`src/rtl/ddr3_sched_pkg.sv`:
```
// Shared state encodings and frame-size default for the DDR3 burst scheduler.
package ddr3_sched_pkg;

    typedef logic [2:0] sched_state_t;

    localparam sched_state_t ST_IDLE    = 3'd0;
    localparam sched_state_t ST_WR_REQ  = 3'd1;
    localparam sched_state_t ST_WR_WAIT = 3'd2;
    localparam sched_state_t ST_RD_REQ  = 3'd3;
    localparam sched_state_t ST_RD_WAIT = 3'd4;

    // 1920*1080 pixels * 2 bytes / 256 bytes per burst
    localparam int FRAME_BURSTS_DEF = 16200;

endpackage

```
`src/rtl/sched_rr_arb.sv`:
```
// Two-way round-robin arbiter between write and read bursts; remembers the
// direction served last and favours the other one when both are requesting.
module sched_rr_arb (
    input  logic ui_clk,
    input  logic Rst_INIT_DONE,
    input  logic grant_en_i,
    input  logic req_wr_i,
    input  logic req_rd_i,
    output logic grant_wr_o,
    output logic grant_rd_o
);

    // 1 = write was served last; reset value is read so write wins first
    logic last_wr_q, last_wr_d;

    always_comb begin
        grant_wr_o = 1'b0;
        grant_rd_o = 1'b0;
        if (grant_en_i) begin
            if (req_wr_i && req_rd_i) begin
                grant_wr_o = !last_wr_q;
                grant_rd_o = last_wr_q;
            end else begin
                grant_wr_o = req_wr_i;
                grant_rd_o = req_rd_i;
            end
        end
        last_wr_d = last_wr_q;
        if (grant_wr_o)      last_wr_d = 1'b1;
        else if (grant_rd_o) last_wr_d = 1'b0;
    end

    always_ff @(posedge ui_clk or negedge Rst_INIT_DONE) begin
        if (!Rst_INIT_DONE) last_wr_q <= 1'b0;
        else                last_wr_q <= last_wr_d;
    end

endmodule

```
`src/rtl/ddr3_burst_scheduler.sv`:
```
// Schedules one outstanding AXI write or read burst at a time between the video FIFOs and DDR3.
// Define SCHED_WDOG_EN to add a per-burst timeout that raises wdog_err and abandons the burst.
//
//  state    | meaning
//  IDLE     | choose next burst direction (at least one cycle between bursts)
//  WR_REQ   | one-cycle Aw_Wr_trigger
//  WR_WAIT  | wait for wr_done (B handshake)
//  RD_REQ   | one-cycle R_Rd_trigger
//  RD_WAIT  | wait for rd_done (last R beat)
module ddr3_burst_scheduler
    import ddr3_sched_pkg::*;
#(
    parameter int BURST_BEATS  = 16,
    parameter int FIFO_DEPTH   = 512,
    parameter int CNT_W        = 10,
    parameter int FRAME_BURSTS = FRAME_BURSTS_DEF,
    parameter int WDOG_CYCLES  = 4096
) (
    input  logic             ui_clk,
    input  logic             Rst_INIT_DONE,
    input  logic             wr_enable,
    input  logic             rd_enable,
    input  logic [CNT_W-1:0] wfifo_rd_count,
    input  logic [CNT_W-1:0] rfifo_wr_count,
    input  logic             wr_done,
    input  logic             rd_done,
    output logic             Aw_Wr_trigger,
    output logic             R_Rd_trigger,
    output logic             wr_frame_done,
    output logic             rd_frame_done,
    output logic [2:0]       sched_state,
    output logic             wdog_err
);

    localparam int                BC_W    = $clog2(FRAME_BURSTS);
    localparam logic [BC_W-1:0]   BC_LAST = BC_W'(FRAME_BURSTS - 1);
    localparam logic [CNT_W:0]    BEATS_C = (CNT_W + 1)'(BURST_BEATS);
    localparam logic [CNT_W:0]    DEPTH_C = (CNT_W + 1)'(FIFO_DEPTH);

    if (WDOG_CYCLES < 2 || BURST_BEATS > FIFO_DEPTH) begin : g_bad_param
        $error("ddr3_burst_scheduler: invalid WDOG_CYCLES or BURST_BEATS");
    end

    sched_state_t    state_q, state_d;
    logic [BC_W-1:0] wr_cnt_q, wr_cnt_d, rd_cnt_q, rd_cnt_d;
    logic            aw_trig_q, aw_trig_d, r_trig_q, r_trig_d;
    logic            wr_fd_q, wr_fd_d, rd_fd_q, rd_fd_d;
    logic            wr_ok, rd_ok, grant_wr, grant_rd;
    logic [CNT_W:0]  rd_used, rd_free;

    // an over-reported read count is treated as a full FIFO rather than wrapping
    assign rd_used = {1'b0, rfifo_wr_count};
    assign rd_free = (rd_used > DEPTH_C) ? '0 : DEPTH_C - rd_used;
    assign wr_ok   = wr_enable && ({1'b0, wfifo_rd_count} >= BEATS_C);
    assign rd_ok   = rd_enable && (rd_free >= BEATS_C);

    sched_rr_arb u_arb (
        .ui_clk        (ui_clk),
        .Rst_INIT_DONE (Rst_INIT_DONE),
        .grant_en_i    (state_q == ST_IDLE),
        .req_wr_i      (wr_ok),
        .req_rd_i      (rd_ok),
        .grant_wr_o    (grant_wr),
        .grant_rd_o    (grant_rd)
    );

`ifdef SCHED_WDOG_EN
    localparam int              WD_W    = $clog2(WDOG_CYCLES);
    localparam logic [WD_W-1:0] WD_LAST = WD_W'(WDOG_CYCLES - 1);
    logic [WD_W-1:0] wdog_q, wdog_d;
    logic            wdog_err_q, wdog_err_d;
`endif

    always_comb begin
        state_d  = state_q;
        wr_cnt_d = wr_cnt_q;
        rd_cnt_d = rd_cnt_q;
        wr_fd_d  = 1'b0;
        rd_fd_d  = 1'b0;
        case (state_q)
            ST_IDLE: begin
                if (grant_wr)      state_d = ST_WR_REQ;
                else if (grant_rd) state_d = ST_RD_REQ;
            end
            ST_WR_REQ: state_d = ST_WR_WAIT;
            ST_RD_REQ: state_d = ST_RD_WAIT;
            ST_WR_WAIT: begin
                if (wr_done) begin
                    state_d  = ST_IDLE;
                    wr_fd_d  = (wr_cnt_q == BC_LAST);
                    wr_cnt_d = wr_fd_d ? '0 : wr_cnt_q + 1'b1;
                end
            end
            ST_RD_WAIT: begin
                if (rd_done) begin
                    state_d  = ST_IDLE;
                    rd_fd_d  = (rd_cnt_q == BC_LAST);
                    rd_cnt_d = rd_fd_d ? '0 : rd_cnt_q + 1'b1;
                end
            end
            default: state_d = ST_IDLE;
        endcase
`ifdef SCHED_WDOG_EN
        wdog_d     = '0;
        wdog_err_d = 1'b0;
        // a done arriving on the timeout cycle still completes the burst
        if ((state_q == ST_WR_WAIT && !wr_done) || (state_q == ST_RD_WAIT && !rd_done)) begin
            if (wdog_q == WD_LAST) begin
                state_d    = ST_IDLE;
                wdog_err_d = 1'b1;
            end else begin
                wdog_d = wdog_q + 1'b1;
            end
        end
`endif
        aw_trig_d = (state_d == ST_WR_REQ);
        r_trig_d  = (state_d == ST_RD_REQ);
    end

    always_ff @(posedge ui_clk or negedge Rst_INIT_DONE) begin
        if (!Rst_INIT_DONE) begin
            state_q   <= ST_IDLE;
            wr_cnt_q  <= '0;
            rd_cnt_q  <= '0;
            aw_trig_q <= 1'b0;
            r_trig_q  <= 1'b0;
            wr_fd_q   <= 1'b0;
            rd_fd_q   <= 1'b0;
        end else begin
            state_q   <= state_d;
            wr_cnt_q  <= wr_cnt_d;
            rd_cnt_q  <= rd_cnt_d;
            aw_trig_q <= aw_trig_d;
            r_trig_q  <= r_trig_d;
            wr_fd_q   <= wr_fd_d;
            rd_fd_q   <= rd_fd_d;
        end
    end

`ifdef SCHED_WDOG_EN
    always_ff @(posedge ui_clk or negedge Rst_INIT_DONE) begin
        if (!Rst_INIT_DONE) begin
            wdog_q     <= '0;
            wdog_err_q <= 1'b0;
        end else begin
            wdog_q     <= wdog_d;
            wdog_err_q <= wdog_err_d;
        end
    end
    assign wdog_err = wdog_err_q;
`else
    assign wdog_err = 1'b0;
`endif

    assign Aw_Wr_trigger = aw_trig_q;
    assign R_Rd_trigger  = r_trig_q;
    assign wr_frame_done = wr_fd_q;
    assign rd_frame_done = rd_fd_q;
    assign sched_state   = state_q;

endmodule

```
`config.mk`:
```
export PLATFORM = sky130hd
export DESIGN_NAME = ddr3_burst_scheduler
export DESIGN_NICKNAME = d
export VERILOG_FILES = /design/src/rtl/ddr3_sched_pkg.sv /design/src/rtl/sched_rr_arb.sv /design/src/rtl/ddr3_burst_scheduler.sv
export SDC_FILE = /design/constraint.sdc
export NUM_CORES = 1
export LEC_CHECK = 0
export ABC_AREA = 1
export BUFFER_PORTS_ARGS = -buffer_cell sky130_fd_sc_hd__buf_2
export CAP_MARGIN = 10
export CORE_ASPECT_RATIO = 1.4
export CORE_UTILIZATION = 40
export DETAILED_ROUTE_END_ITERATION = 8
export MAX_ROUTING_LAYER = met4
export PLACE_DENSITY = 0.66
export SYNTH_ARGS = -nofsm -noshare
export SYNTH_HDL_FRONTEND = slang
export SYNTH_HIERARCHICAL = 1
export SYNTH_SLANG_ARGS = --single-unit
```
`constraint.sdc`:
```
create_clock -name ui_clk -period 1.2 [get_ports ui_clk]
set_input_delay 0.06 -clock ui_clk [delete_from_list [all_inputs] [get_ports ui_clk]]
set_output_delay 0.06 -clock ui_clk [all_outputs]
set_load 0.05 [all_outputs]
```
## Word level (Yosys, flattened, before mapping)

Index checks and enable logic that the tools add are counted.

| operators by class | value |
|---|---|
| mux-type cells | 18 |
| bitwise gates (word level) | 0 |
| add/subtract/negate cells | 3 |
| reduce and logical (&&, ||, !) cells | 8 |
| multiply operators | 0 |
| equal/unequal tests | 8 |
| order comparisons | 3 |
| shifts and indexed selects | 0 |
| divide/modulo/power cells | 0 |

Operators with widths:

| operator | count |
|---|---|
| 14-bit by 1-bit adder with 14-bit output, second input constant | 2 |
| 14-bit == test, second input constant | 2 |
| 14-bit 2-to-1 mux | 2 |
| 3-bit one-hot mux with 5 select lines | 1 |
| 3-bit 2-to-1 mux | 4 |
| 11-bit by 5-bit >= comparator with 1-bit output, second input constant | 1 |
| 11-bit 2-to-1 mux | 1 |
| 10-bit by 10-bit subtractor with 11-bit output, first input constant | 1 |
| 10-bit by 5-bit >= comparator with 1-bit output, second input constant | 1 |
| 10-bit > comparator, second input constant | 1 |
| 1-bit 2-to-1 mux | 10 |
| 3-bit by 2-bit == test with 1-bit output, second input constant | 3 |
| 3-bit by 1-bit == test with 1-bit output, second input constant | 2 |
| 2-bit AND reduction | 2 |
| 3-bit == test, second input constant | 1 |
| 1-bit logical AND | 3 |
| 3-bit logical NOT | 1 |
| 2-bit nonzero test | 1 |
| 1-bit logical NOT | 1 |

| storage, ports and cells | value |
|---|---|
| bits in writable memories | 0 |
| output and inout port bits | 8 |
| latch bits | 0 |
| ROM bits | 0 |
| logic and storage cells | 48 |
| bits in registers | 36 |
| memories kept | 0 |
| input bits | 26 |

## Longest topological paths before layout

| depth | value |
|---|---|
| word-level depth | 11 |
| mapped depth | 13 |

## Cells and area by module

The synthesis kept the hierarchy.

Modules (own cells, without submodules):

| module | cells an instance | instances | area each (um^2) |
|---|---|---|---|
| ddr3_burst_scheduler | 328 | 1 | 2249.7 |
| sched_rr_arb | 11 | 1 | 63.8 |

## Least setup slack after synthesis

OpenSTA, ideal clock, no wires.

| timing | value |
|---|---|
| kind | reg2reg |
| start point | reg state_q[0], in the netlist sched_state[0] |
| end point | reg state_q[1], in the netlist sched_state[1] |
| period minus slack after synthesis | 1.565 ns |
| path buffers | 0 |
| setup slack | -0.365 ns |
| arrival time | 1.414 ns |
| stages on the path, launching flop included | 11 |
| data required time | 1.049 ns |
| library setup time | 0.151 ns |
| cells stage by stage | dfrtp_1 inv_1 nand2_1 nor2_1 nand2_1 inv_1 nand2_1 inv_1 inv_1 nand3_1 o221ai_1 |

| on the way | value |
|---|---|
| elaborated cells on any way between the ends | 10 |
| classes of those cells | eq/ne (4); mux (5); reduce/logical (1) |

RTL lines:

| item | RTL line | text |
|---|---|---|
| start, declared | ddr3_burst_scheduler.sv:44 | `sched_state_t state_q, state_d;` |
| start signal, assigned | ddr3_burst_scheduler.sv:130 | `state_q <= state_d;` |
| 3-bit logical NOT | ddr3_burst_scheduler.sv:60 | `.grant_en_i (state_q == ST_IDLE),` |
| 1-bit 2-to-1 mux | sched_rr_arb.sv:19 | `if (grant_en_i) begin` |
| via grant_wr | ddr3_burst_scheduler.sv:48 | `logic wr_ok, rd_ok, grant_wr, grant_rd;` |
| 3-bit 2-to-1 mux | ddr3_burst_scheduler.sv:82 | `if (grant_wr) state_d = ST_WR_REQ;` |
| 3-bit one-hot mux with 5 select lines | ddr3_burst_scheduler.sv:80 | `case (state_q)` |
| via state_d[1] | ddr3_burst_scheduler.sv:44 |  |

The timed path passes the listed nets, and every way through them passes these cells.
A chain may end at the register's enable or synchronous reset.

## Final worst setup path

| timing | value |
|---|---|
| start point | reg wr_cnt_q[1] |
| end point | reg wr_cnt_q[8] |

| on the way | value |
|---|---|
| cells in the longest elaborated chain, start to end | 2 |
| elaborated cells on any way between the ends | 3 |
| classes of those cells | add/sub (1); eq/ne (1); mux (1) |

RTL lines:

| item | RTL line | text |
|---|---|---|
| start, declared | ddr3_burst_scheduler.sv:45 | `logic [BC_W-1:0] wr_cnt_q, wr_cnt_d, rd_cnt_q, rd_cnt_d;` |
| start signal, assigned | ddr3_burst_scheduler.sv:131 | `wr_cnt_q <= wr_cnt_d;` |
| 14-bit by 1-bit adder with 14-bit output or 14-bit == test (tied branches) | ddr3_burst_scheduler.sv:91, ddr3_burst_scheduler.sv:90 |  |
| 14-bit 2-to-1 mux (*) | ddr3_burst_scheduler.sv:91 | `wr_cnt_d = wr_fd_d ? '0 : wr_cnt_q + 1'b1;` |

Every way passes the cells marked *; elsewhere a longest branch is shown, timed or not.

==> metrics.cfg <==
[cells_and_area]
ff_latch_area_sq_um=915
final_cells=505
drive_gt1_share_pct=51.9
multiInputGateArea_sq_mm=0.00164
layout_commonest_cell=nand2_1
antenna_cells=0
final_cell_mix=nand2_1 (72), buf_4 (52), inv_1 (31)
fillers=437
syn_to_final_growth_pct=59.2
nNetsFinal=465

[drt]
drt_iter0_markers=84
ant_nets=0
vias=2551
vias_per_cell=5.05
first_pass_iters=4
finalWirelength_mm=6.99
drc_errors=0
wl_per_cell_um=13.8

[placed_design]
dp_cells=483
pre_cts_ws_ns=-0.290
finalWeightedCongestion=0.858
io_buffers=28
dp_hpwl_mm=4.33

[timing]
setup_viol=29
fmax_mhz=715
rsz0062_at_grt=yes
slew_viol_final=0
finClkSkew_ns=0.0137
fin_ws_ns=-0.199
min_period_over_period_pct=117
period_needed_ns=1.40
hold_violations=0

[die]
die_w_um=66.3
die-area_sq_mm=0.00610
fp.dieH_um=92.0
coreArea_sq_mm=0.00553
rows=32
pin_count=34
initial_core_util_pct=41.9

[logic_synthesis]
synth-async-reset-ratio_pct=100
yosys_warnings=6
ys_types=32
avgSynthCellArea_sq_um=6.82
synth_area_sq_mm=0.00231
synth_nets=368
ys_ff_latch=36
seq_area_frac_synth_pct=38.9
synth_cells=339
synth-edff-count=0
yosys_most_used_dff=dfrtp_1

[clock_network]
clock_path_buffers=2
insertion_delay_ns=0.29
cts_made_buffers=5
clk_pin_slew_ns=0.08
htree_levels=2
cts_sinks=36
cts_tree=built
ctsRootBufferMaster=clkbuf_8

[power]
seqPwrFrac_pct=32.5
cellLeakagePower_nw=1.83
p_int_mw=3.46
pwr-share-comb_pct=48.7
pwr-share-clk_pct=18.8
p_sw_share_pct=39.9
max-vdd-ir-drop_mv=0.946
power.density_mw_per_mm2=1560
p_switching_mw=2.29

[worst_setup_path]
worst_setup_path_start_kind=register
worstPathMaxFanout=5
cp_data_arrival_time_ns=1.59
r2r_slack_ns=-0.20
rr_worst_depth=8
critPathKind=register to register
end_kind=register
r2r_end=wr_cnt_q[8]$_DFFE_PN0P_
worstPathRequired_ns=1.39
reg2reg_from=wr_cnt_q[1]$_DFFE_PN0P_

[job]
cap_violations=0

[global_routing]
grt_pass1_vias=2358
antenna_found_initial=0
grt_first_pass_wirelength_mm=10.0
grt_max_degree=37
grt_overflow=0
grt_usage_pct=21.9

[min_path]
hold_start=wr_enable
worstHoldPathCells=6
hp-class=input pin to register
min_to=R_Rd_trigger$_DFF_PN0_

[outcome]
violations=negative setup slack
status=complete, but fails checks

area by class of cell:
class                      instances  share of cell area [%]
multi-input combinational        246                    44.6
sequential                        36                    24.8
timing repair buffer              95                    19.6
inverter                          52                    5.81
tap                               68                    2.31
clock buffer                       6                    1.97
clock inverter                     2                   0.951
how the worst max path moves through the flow:
stage	start	endpoint	slack [ns]	depth (start not counted)
detailed placement	rfifo_wr_count[0]	sched_state[1]$_DFF_PN0_	-0.29	12
floorplan	sched_state[1]$_DFF_PN0_	sched_state[1]$_DFF_PN0_	-0.18	10
global placement	rfifo_wr_count[0]	sched_state[1]$_DFF_PN0_	-0.22	12
finish	wr_cnt_q[1]$_DFFE_PN0P_	wr_cnt_q[8]$_DFFE_PN0P_	-0.20	8
CTS	wr_cnt_q[0]$_DFFE_PN0P_	wr_cnt_q[8]$_DFFE_PN0P_	-0.1	8
global route	wr_cnt_q[1]$_DFFE_PN0P_	wr_cnt_q[8]$_DFFE_PN0P_	-0.22	8
through the flow:
step / TNS [ns] / total power, mW / hold slack [ns] / area (sq um) / utilization (%)
4_1_cts: -0.952 / 5.45 / 0.200 / 3370 / 61.1
3_3_place_gp: -3.13 / 3.85 / 0.0429 / 2960 / 53.6
3_5_place_dp: -3.87 / 3.90 / 0.0445 / 2960 / 53.6
6_report: -1.78 / 5.75 / 0.209 / 3680 / 66.7
2_1_floorplan: -2.91 / 2.93 / -0.236 / 2380 / -
5_1_grt: -4.10 / 6.11 / 0.231 / 3680 / 66.7
critical path, stage by stage, from the launching register on:
cell and delay, ns:
dfrtp_1 0.40, ha_4 0.18, nand2_4 0.06, nor2_4 0.15
nand2_1 0.11, xor2_1 0.16, clkinv_1 0.09, nand3_1 0.09
nand2_1 0.06
what timing repair did:
item,4_1_cts,5_1_grt
gates resized for setup,69,75
cloned,0,0
hold buffers,3,0
buffers inserted,5,8
pin swaps,37,34
setup endpoints to repair,31,33
hold endpoints to repair,38,0
kinds of logic (layout without fill, tap and decap cells):
logic type      count (synthesis)  count (layout)  synth area share (%)
compound gates                 26              26                  6.38
xor+xnor                        7               7                  2.65
fa+ha+maj                       3               3                  1.62
buf+inv                        57             155                  10.0
flops                          36              36                  38.9
other cells                     1               1                 0.162
simple gates                  209             209                  40.2
layer usage:
layer	routed length (um)	global-route usage [%]
met1	2500	21.7
met2	4100	40.6
met3	160	3.86
met4	231	8.87
met5	0	-
registers in the layout, summed over array words and instances, names as in the netlist:
register	count
Aw_Wr_trigger	1
u_arb/last_wr_q	1
rd_cnt_q	14
R_Rd_trigger	1
sched_state	3
rd_frame_done	1
wr_cnt_q	14
wr_frame_done	1
power groups by stage:
stage          logic, mW  clock network (mW)  registers, mW
3_5_place_dp        2.14                   0           1.76
2_1_floorplan      0.939                   0           1.99
4_1_cts             2.53                1.10           1.82
6_report            2.80                1.08           1.87
3_3_place_gp        2.10                   0           1.75
5_1_grt             3.06                1.15           1.90
synth_stat cells (2+ instances only):
| library cell | n | share of area [%] |
|---|---|---|
| a21oi_1 | 5 | 1.1 |
| buf_2 | 2 | 0.43 |
| buf_4 | 2 | 0.65 |
| clkinv_1 | 2 | 0.32 |
| dfrtp_1 | 36 | 39 |
| ha_1 | 3 | 1.6 |
| inv_1 | 45 | 7.3 |
| inv_2 | 5 | 0.81 |
| nand2_1 | 99 | 16 |
| nand2_2 | 4 | 1.1 |
| nand3_1 | 32 | 6.9 |
| nand3_2 | 2 | 0.87 |
| nand4_1 | 10 | 2.7 |
| nor2_1 | 43 | 7.0 |
| nor2_2 | 6 | 1.6 |
| nor2_4 | 3 | 1.5 |
| nor3_1 | 7 | 1.5 |
| o21a_1 | 2 | 0.65 |
| o21ai_0 | 5 | 1.1 |
| o21ai_1 | 9 | 1.9 |
| xnor2_1 | 2 | 0.76 |
| xor2_1 | 5 | 1.9 |
Note: power is estimated with default switching activity, not from simulation.
